### src/rtl/lmul_pkg.sv
// Shared types and constants for the logarithmic-approximation multiplier pipeline.
// Bias, offset and canonical-NaN helpers are functions of the field widths.
package lmul_pkg;

   typedef enum logic [1:0] {
      K_NORM = 2'd0,
      K_ZERO = 2'd1,
      K_INF  = 2'd2,
      K_NAN  = 2'd3
   } kind_t;

   localparam int FLAG_ZERO = 0;
   localparam int FLAG_OVF  = 1;
   localparam int FLAG_NAN  = 2;
   localparam int N_FLAGS   = 3;

   function automatic int lmul_bias(input int e_bits);
      return (1 << (e_bits - 1)) - 1;
   endfunction

   // The correction term uses only the top l mantissa bits.
   function automatic int lmul_offset(input int m_bits);
      int l;
      if (m_bits <= 3)
         l = m_bits;
      else if (m_bits == 4)
         l = 3;
      else
         l = 4;
      return 1 << (m_bits - l);
   endfunction

   function automatic logic [31:0] lmul_nan(input int e_bits, input int m_bits);
      logic [31:0] r;
      r = (((32'd1 << e_bits) - 32'd1) << m_bits) | (32'd1 << (m_bits - 1));
      return r;
   endfunction

endpackage

### src/rtl/lmul_lane.sv
// One multiplier lane: combinational logic for the decode, add and classify stages.
// Stage registers live in lmul_pipe; each port group feeds/reads one register stage.
module lmul_lane
   import lmul_pkg::*;
#(
   parameter int E_BITS  = 8,
   parameter int M_BITS  = 7,
   parameter int EM_BITS = E_BITS + M_BITS,
   parameter int BITW    = EM_BITS + 1,
   parameter int SW      = EM_BITS + 2
) (
   input  logic [BITW-1:0]          a,
   input  logic [BITW-1:0]          b,
   output logic                     dec_sign,
   output logic [EM_BITS-1:0]       dec_em_a,
   output logic [EM_BITS-1:0]       dec_em_b,
   output kind_t                    dec_kind,
   input  logic [EM_BITS-1:0]       add_em_a,
   input  logic [EM_BITS-1:0]       add_em_b,
   output logic signed [SW-1:0]     add_sum,
   input  kind_t                    cls_kind,
   input  logic                     cls_sign,
   input  logic signed [SW-1:0]     cls_sum,
   output logic [BITW-1:0]          cls_p,
   output logic [N_FLAGS-1:0]       cls_flags
);

   localparam logic [SW-1:0]        ADJ      = SW'(lmul_offset(M_BITS) - (lmul_bias(E_BITS) << M_BITS));
   localparam logic signed [SW-1:0] OVF_TH   = SW'(((1 << E_BITS) - 1) << M_BITS);
   localparam logic signed [SW-1:0] MIN_NORM = SW'(1 << M_BITS);
   localparam logic [BITW-1:0]      QNAN     = BITW'(lmul_nan(E_BITS, M_BITS));
   localparam logic [EM_BITS-1:0]   INF_EM   = {{E_BITS{1'b1}}, {M_BITS{1'b0}}};

   logic [E_BITS-1:0] exp_a, exp_b;
   logic [M_BITS-1:0] man_a, man_b;
   logic              a_zero, b_zero, a_inf, b_inf, a_nan, b_nan;

   assign exp_a = a[EM_BITS-1:M_BITS];
   assign exp_b = b[EM_BITS-1:M_BITS];
   assign man_a = a[M_BITS-1:0];
   assign man_b = b[M_BITS-1:0];

   assign a_zero = (exp_a == '0);
   assign b_zero = (exp_b == '0);
   assign a_inf  = (&exp_a) && (man_a == '0);
   assign b_inf  = (&exp_b) && (man_b == '0);
   assign a_nan  = (&exp_a) && (man_a != '0);
   assign b_nan  = (&exp_b) && (man_b != '0);

   assign dec_sign = a[BITW-1] ^ b[BITW-1];
   assign dec_em_a = a[EM_BITS-1:0];
   assign dec_em_b = b[EM_BITS-1:0];

   // Precedence: NaN (incl. Inf x zero) over Inf over flushed zero.
   always_comb begin
      dec_kind = K_NORM;
      if (a_nan || b_nan || (a_inf && b_zero) || (b_inf && a_zero))
         dec_kind = K_NAN;
      else if (a_inf || b_inf)
         dec_kind = K_INF;
      else if (a_zero || b_zero)
         dec_kind = K_ZERO;
   end

   // Two guard bits hold the full range; ADJ folds in -BIAS<<M and +OFFSET.
   assign add_sum = $signed({2'b00, add_em_a} + {2'b00, add_em_b} + ADJ);

   always_comb begin
      cls_p     = {cls_sign, cls_sum[EM_BITS-1:0]};
      cls_flags = '0;
      case (cls_kind)
         K_NAN: begin
            cls_p               = QNAN;
            cls_flags[FLAG_NAN] = 1'b1;
         end
         K_INF: begin
            cls_p               = {cls_sign, INF_EM};
            cls_flags[FLAG_OVF] = 1'b1;
         end
         K_ZERO: begin
            cls_p                = {cls_sign, {EM_BITS{1'b0}}};
            cls_flags[FLAG_ZERO] = 1'b1;
         end
         default: begin
            if (cls_sum >= OVF_TH) begin
               cls_p               = {cls_sign, INF_EM};
               cls_flags[FLAG_OVF] = 1'b1;
            end else if (cls_sum < MIN_NORM) begin
               cls_p                = {cls_sign, {EM_BITS{1'b0}}};
               cls_flags[FLAG_ZERO] = 1'b1;
            end
         end
      endcase
   end

endmodule

### src/rtl/lmul_pipe.sv
// Three-stage, LANES-wide approximate float multiplier with valid/ready flow control.
// One global enable advances every stage together, so all lanes stay in lockstep.
module lmul_pipe
   import lmul_pkg::*;
#(
   parameter int E_BITS  = 8,
   parameter int M_BITS  = 7,
   parameter int EM_BITS = E_BITS + M_BITS,
   parameter int BITW    = EM_BITS + 1,
   parameter int LANES   = 4
) (
   input  logic                     clk,
   input  logic                     rstn,
   input  logic                     s_valid,
   output logic                     s_ready,
   input  logic [LANES*BITW-1:0]    i_a,
   input  logic [LANES*BITW-1:0]    i_b,
   output logic                     m_valid,
   input  logic                     m_ready,
   output logic [LANES*BITW-1:0]    o_p,
   output logic [LANES*N_FLAGS-1:0] o_flags
);

   localparam int SW = EM_BITS + 2;

   logic en;
   logic p1_valid, p2_valid, p3_valid;

   logic [LANES-1:0]              p1_sign, p2_sign;
   logic [LANES-1:0][EM_BITS-1:0] p1_em_a, p1_em_b;
   logic [LANES-1:0][SW-1:0]      p2_sum;
   kind_t                         p1_kind [LANES];
   kind_t                         p2_kind [LANES];

   logic [LANES-1:0]              dec_sign;
   logic [LANES-1:0][EM_BITS-1:0] dec_em_a, dec_em_b;
   kind_t                         dec_kind [LANES];
   logic [LANES-1:0][SW-1:0]      add_sum;
   logic [LANES-1:0][BITW-1:0]    cls_p;
   logic [LANES-1:0][N_FLAGS-1:0] cls_flags;

   // s_ready is combinational from m_ready through en.
   assign en      = !p3_valid || m_ready;
   assign s_ready = en;
   assign m_valid = p3_valid;

   for (genvar k = 0; k < LANES; k++) begin : g_lane
      lmul_lane #(
         .E_BITS  (E_BITS),
         .M_BITS  (M_BITS),
         .EM_BITS (EM_BITS),
         .BITW    (BITW),
         .SW      (SW)
      ) u_lane (
         .a         (i_a[k*BITW +: BITW]),
         .b         (i_b[k*BITW +: BITW]),
         .dec_sign  (dec_sign[k]),
         .dec_em_a  (dec_em_a[k]),
         .dec_em_b  (dec_em_b[k]),
         .dec_kind  (dec_kind[k]),
         .add_em_a  (p1_em_a[k]),
         .add_em_b  (p1_em_b[k]),
         .add_sum   (add_sum[k]),
         .cls_kind  (p2_kind[k]),
         .cls_sign  (p2_sign[k]),
         .cls_sum   (p2_sum[k]),
         .cls_p     (cls_p[k]),
         .cls_flags (cls_flags[k])
      );
   end

   always_ff @(posedge clk) begin
      if (!rstn) begin
         p1_valid <= 1'b0;
         p2_valid <= 1'b0;
         p3_valid <= 1'b0;
         o_p      <= '0;
         o_flags  <= '0;
      end else if (en) begin
         p1_valid <= s_valid;
         p2_valid <= p1_valid;
         p3_valid <= p2_valid;
         p1_sign  <= dec_sign;
         p1_em_a  <= dec_em_a;
         p1_em_b  <= dec_em_b;
         p2_sign  <= p1_sign;
         p2_sum   <= add_sum;
         for (int k = 0; k < LANES; k++) begin
            p1_kind[k] <= dec_kind[k];
            p2_kind[k] <= p1_kind[k];
         end
         o_p     <= cls_p;
         o_flags <= cls_flags;
      end
   end

endmodule
### config.mk
export PLATFORM = sky130hd
export DESIGN_NAME = lmul_pipe
export DESIGN_NICKNAME = d
export VERILOG_FILES = /design/src/rtl/lmul_pkg.sv /design/src/rtl/lmul_lane.sv /design/src/rtl/lmul_pipe.sv
export SDC_FILE = /design/constraint.sdc
export NUM_CORES = 1
export LEC_CHECK = 0
export ABC_AREA = 1
export CORE_MARGIN = 5
export CORE_UTILIZATION = 30
export CTS_BUF_LIST = sky130_fd_sc_hd__clkbuf_16
export DETAILED_ROUTE_END_ITERATION = 10
export GPL_ROUTABILITY_DRIVEN = 0
export GPL_TIMING_DRIVEN = 0
export HOLD_SLACK_MARGIN = 0.08
export MAX_ROUTING_LAYER = met4
export PLACE_DENSITY = 0.59
export SYNTH_ARGS = -nofsm -noshare
export SYNTH_HDL_FRONTEND = slang
export SYNTH_SLANG_ARGS = --single-unit
export TNS_END_PERCENT = 50
### constraint.sdc
create_clock -name clk -period 13.2 [get_ports clk]
set_input_delay 2.64 -clock clk [delete_from_list [all_inputs] [get_ports clk]]
set_output_delay 2.64 -clock clk [all_outputs]
set_load 0.02 [all_outputs]
==> impl_results.md <==
- Clock Sinks: 291
- Via count: 11700
- Antenna Cells: 0
- DPL Wire Length: about 30000 um
- Clk slew on worst S/H paths: 0.06 ns
- Post-Syn Area per Cell: 9.09 um^2
- Initial antenna violation count: 0
- Clk_skew: 0.0116 ns
- Hold_sp: p1_kind[2][1]
- DR WL/cell: 15.1 um
- Post-CTS setup buffers: 0
- Max incr delay on CP: 0.64 ns
- Top cells by count, synth: nand2_1 (435), edfxtp_1 (212), inv_1 (195)
- Final core area utilization: 0.388
- Synthesized flop and latch total: 291
- Post-synth EDFFs: 212
- Crit path from: m_ready
- Post-CTS sizing: 0
- IO Count: 210
- Die X: between 200 and 250 um
- Post-Syn Area: 14600 um^2
- Vias/cell: between 4 and 5
- Max Root-Sink Buffers: 3
- CP arrival: 5.15 ns
- Fin. max-slew vios: 0
- Final setup fails: 0
- Clk_lat worst skew: 0.53 ns
- Reg-to-Reg Start: m_valid
- Post-Syn Instances: 1609
- Setup TNS: 0 ns
- Netlist cell types: 46
- Clock Tree Root: clkbuf_16
- Met3 WL: 2140 um
- Most frequent CP cell: clkdlybuf4s50_1
- # DRC: 0
- P_leak: 7.88 nW
- Yosys top cell area share: 0.435
- Met2 wire length: about 18000 um
- Detail Route Antenna Nets: 0
- Period Utilization, post-route: 0.590
- Startpoint types: primary input
- Unrepaired setup endpoints after global routing: no
- Min-Delay Path Class: register to register
- Setup Slack @ Placement: 5.27 ns
- Input/output buffers: approximately 210
- CTS tree: done
- Initial DRC Count: 664
- Crit Path Max Fanout: 10
- Tightest Pin Transition: 0.865 ns
- Count leader, synth: nand2_1
- Status: finished clean
- Layout cells sized above 1: 0.0519
- Synth warn: 0
- Max_cap viols: 0
- Setup WS post-layout: 5.41 ns
- Crit-path cells: clkdlybuf4s50_1 -> nor2_2 -> clkinv_1 -> clkbuf_1 -> clkdlybuf4s50_1
- Met1 wire length: 17000 um
- Pin count of the biggest net entering global routing: 35
- Global route total overflow: 0
- Chip height: 231 um
- Core area: 48500 um^2
- Starting Density: 0.301
- PwrDens: approximately 140 nW/um^2
- Worst IR Drop VDD: between 0.00006 and 0.00007 V
- CTS Hold Bufs: 0
- Fmax: 128 MHz
- Syn nets: 1809
- Num CTS Buffers: 36
- Die area: 53300 um^2
- Top post-synthesis cells by area: edfxtp_1 (44%), nand2_1 (11%), dfxtp_1 (11%)
- Final period demand of the worst path: about 7.8 ns
- Largest area contributor in the netlist: edfxtp_1
- Top routing layer in use: met4
- Final Hold Vio Count: 0
- Synth async-reset ratio: 0
- Global-route wire length before repair: 60800 um
- Global Route Usage Sum: 0.146
- Std cell rows: 81
- CP endpoint kind: output pin
- Slowest cell on the critical path: clkdlybuf4s50_1
- Final Net Count: between 2000 and 2500
- WP data required: 10.56 ns
- Finished Layout Cells: 2510
- Vias in the first global route: roughly 12000
- DRT Wirelength: 37800 um
- Synth-to-layout area growth: 28.9%
- Crit Path Class: primary input to output pin
- Pre-antenna DRT Iters: 6
- Rel. slew slack: 0.419
- Seq/Total Area, Yosys: 0.543
- Placed cells: 2446
- H-tree depth: 2
- Synth Flop Type: edfxtp_1
state kept, by name (all words and copies together), names as in the netlist:
signal and count:
m_valid 1, o_flags 12, o_p 64, p1_em_a 60
p1_em_b 60, p1_kind 8, p1_sign 4, p1_valid 1
p2_kind 8, p2_sign 4, p2_sum 68, p2_valid 1
worst max-delay path, delay by kind of cell:
family	cells	cell delay, ns
buf+inv	4	2.02
simple gates	1	0.49
path summary, 6_finish.rpt:
path	cells after the start	slack, ns	to
hold / removal	0	0.41	p2_kind[2][1]
setup / recovery	5	5.41	s_ready
hold reg to reg	0	0.41	p2_kind[2][1]
setup reg to reg	8	10.33	p1_em_a[44]
area by class of cell:
class / instances / area, um^2
Buffer: 17 / 66.3
Clock buffer: 41 / 1030
Timing Repair Buffer: 215 / 2230
Clock inverter: 23 / 184
Tap cell: 622 / 778
Multi-Input combinational cell: 1103 / 5880
Sequential cell: 291 / 7950
Fill cell: 4751 / 29700
Inverter: 198 / 743
per-layer routing:
layer,track usage,up-vias
met4,0.0371,0
li1,-,5971
met5,-,-
met2,0.240,270
met1,0.182,5416
met3,0.0339,51
metrics by stage:
step | hold WS, ns | cell area, um^2 | total power, mW
finish | 0.411 | 18900 | 2.62
CTS | 0.405 | 18900 | 2.67
global placement | 0.404 | 17500 | 1.66
detailed placement | 0.405 | 17600 | 1.66
floorplan | 0.400 | 14600 | 1.47
global route | 0.419 | 18900 | 2.78
layout by cell type (no fill, tap or decap), drive strengths merged, types with 2 or more instances in the layout:
cell type,count
a211oi,9
a21o,3
a21oi,91
a22oi,4
a311oi,5
a31oi,5
and2,2
buf,11
bufinv,3
clkbuf,54
clkdlybuf4s50,208
clkinv,13
dfxtp,79
edfxtp,212
fa,4
ha,64
inv,204
nand2,450
nand3,102
nand3b,2
nand4,30
nor2,142
nor3,25
nor3b,2
nor4,29
o21a,2
o21ai,50
o21bai,12
o31ai,3
o32ai,7
xnor2,21
xor2,32
logic make-up (layout without fill, tap and decap cells):
kind of cell | after synthesis | after routing | share of synthesized area
buf+inv | 215 | 494 | 0.0553
flops | 291 | 291 | 0.543
compound gates | 197 | 197 | 0.0784
simple gates | 785 | 785 | 0.230
fa+ha+maj | 68 | 68 | 0.0602
xor+xnor | 53 | 53 | 0.0327
report_power, final:
part | internal (mW) | switching (mW) | leakage (nW)
logic | 0.199 | 0.299 | 4.54
registers | 1.09 | 0.0430 | 2.72
clock network | 0.614 | 0.377 | 0.616
Note: power is estimated with default switching activity, not from simulation.
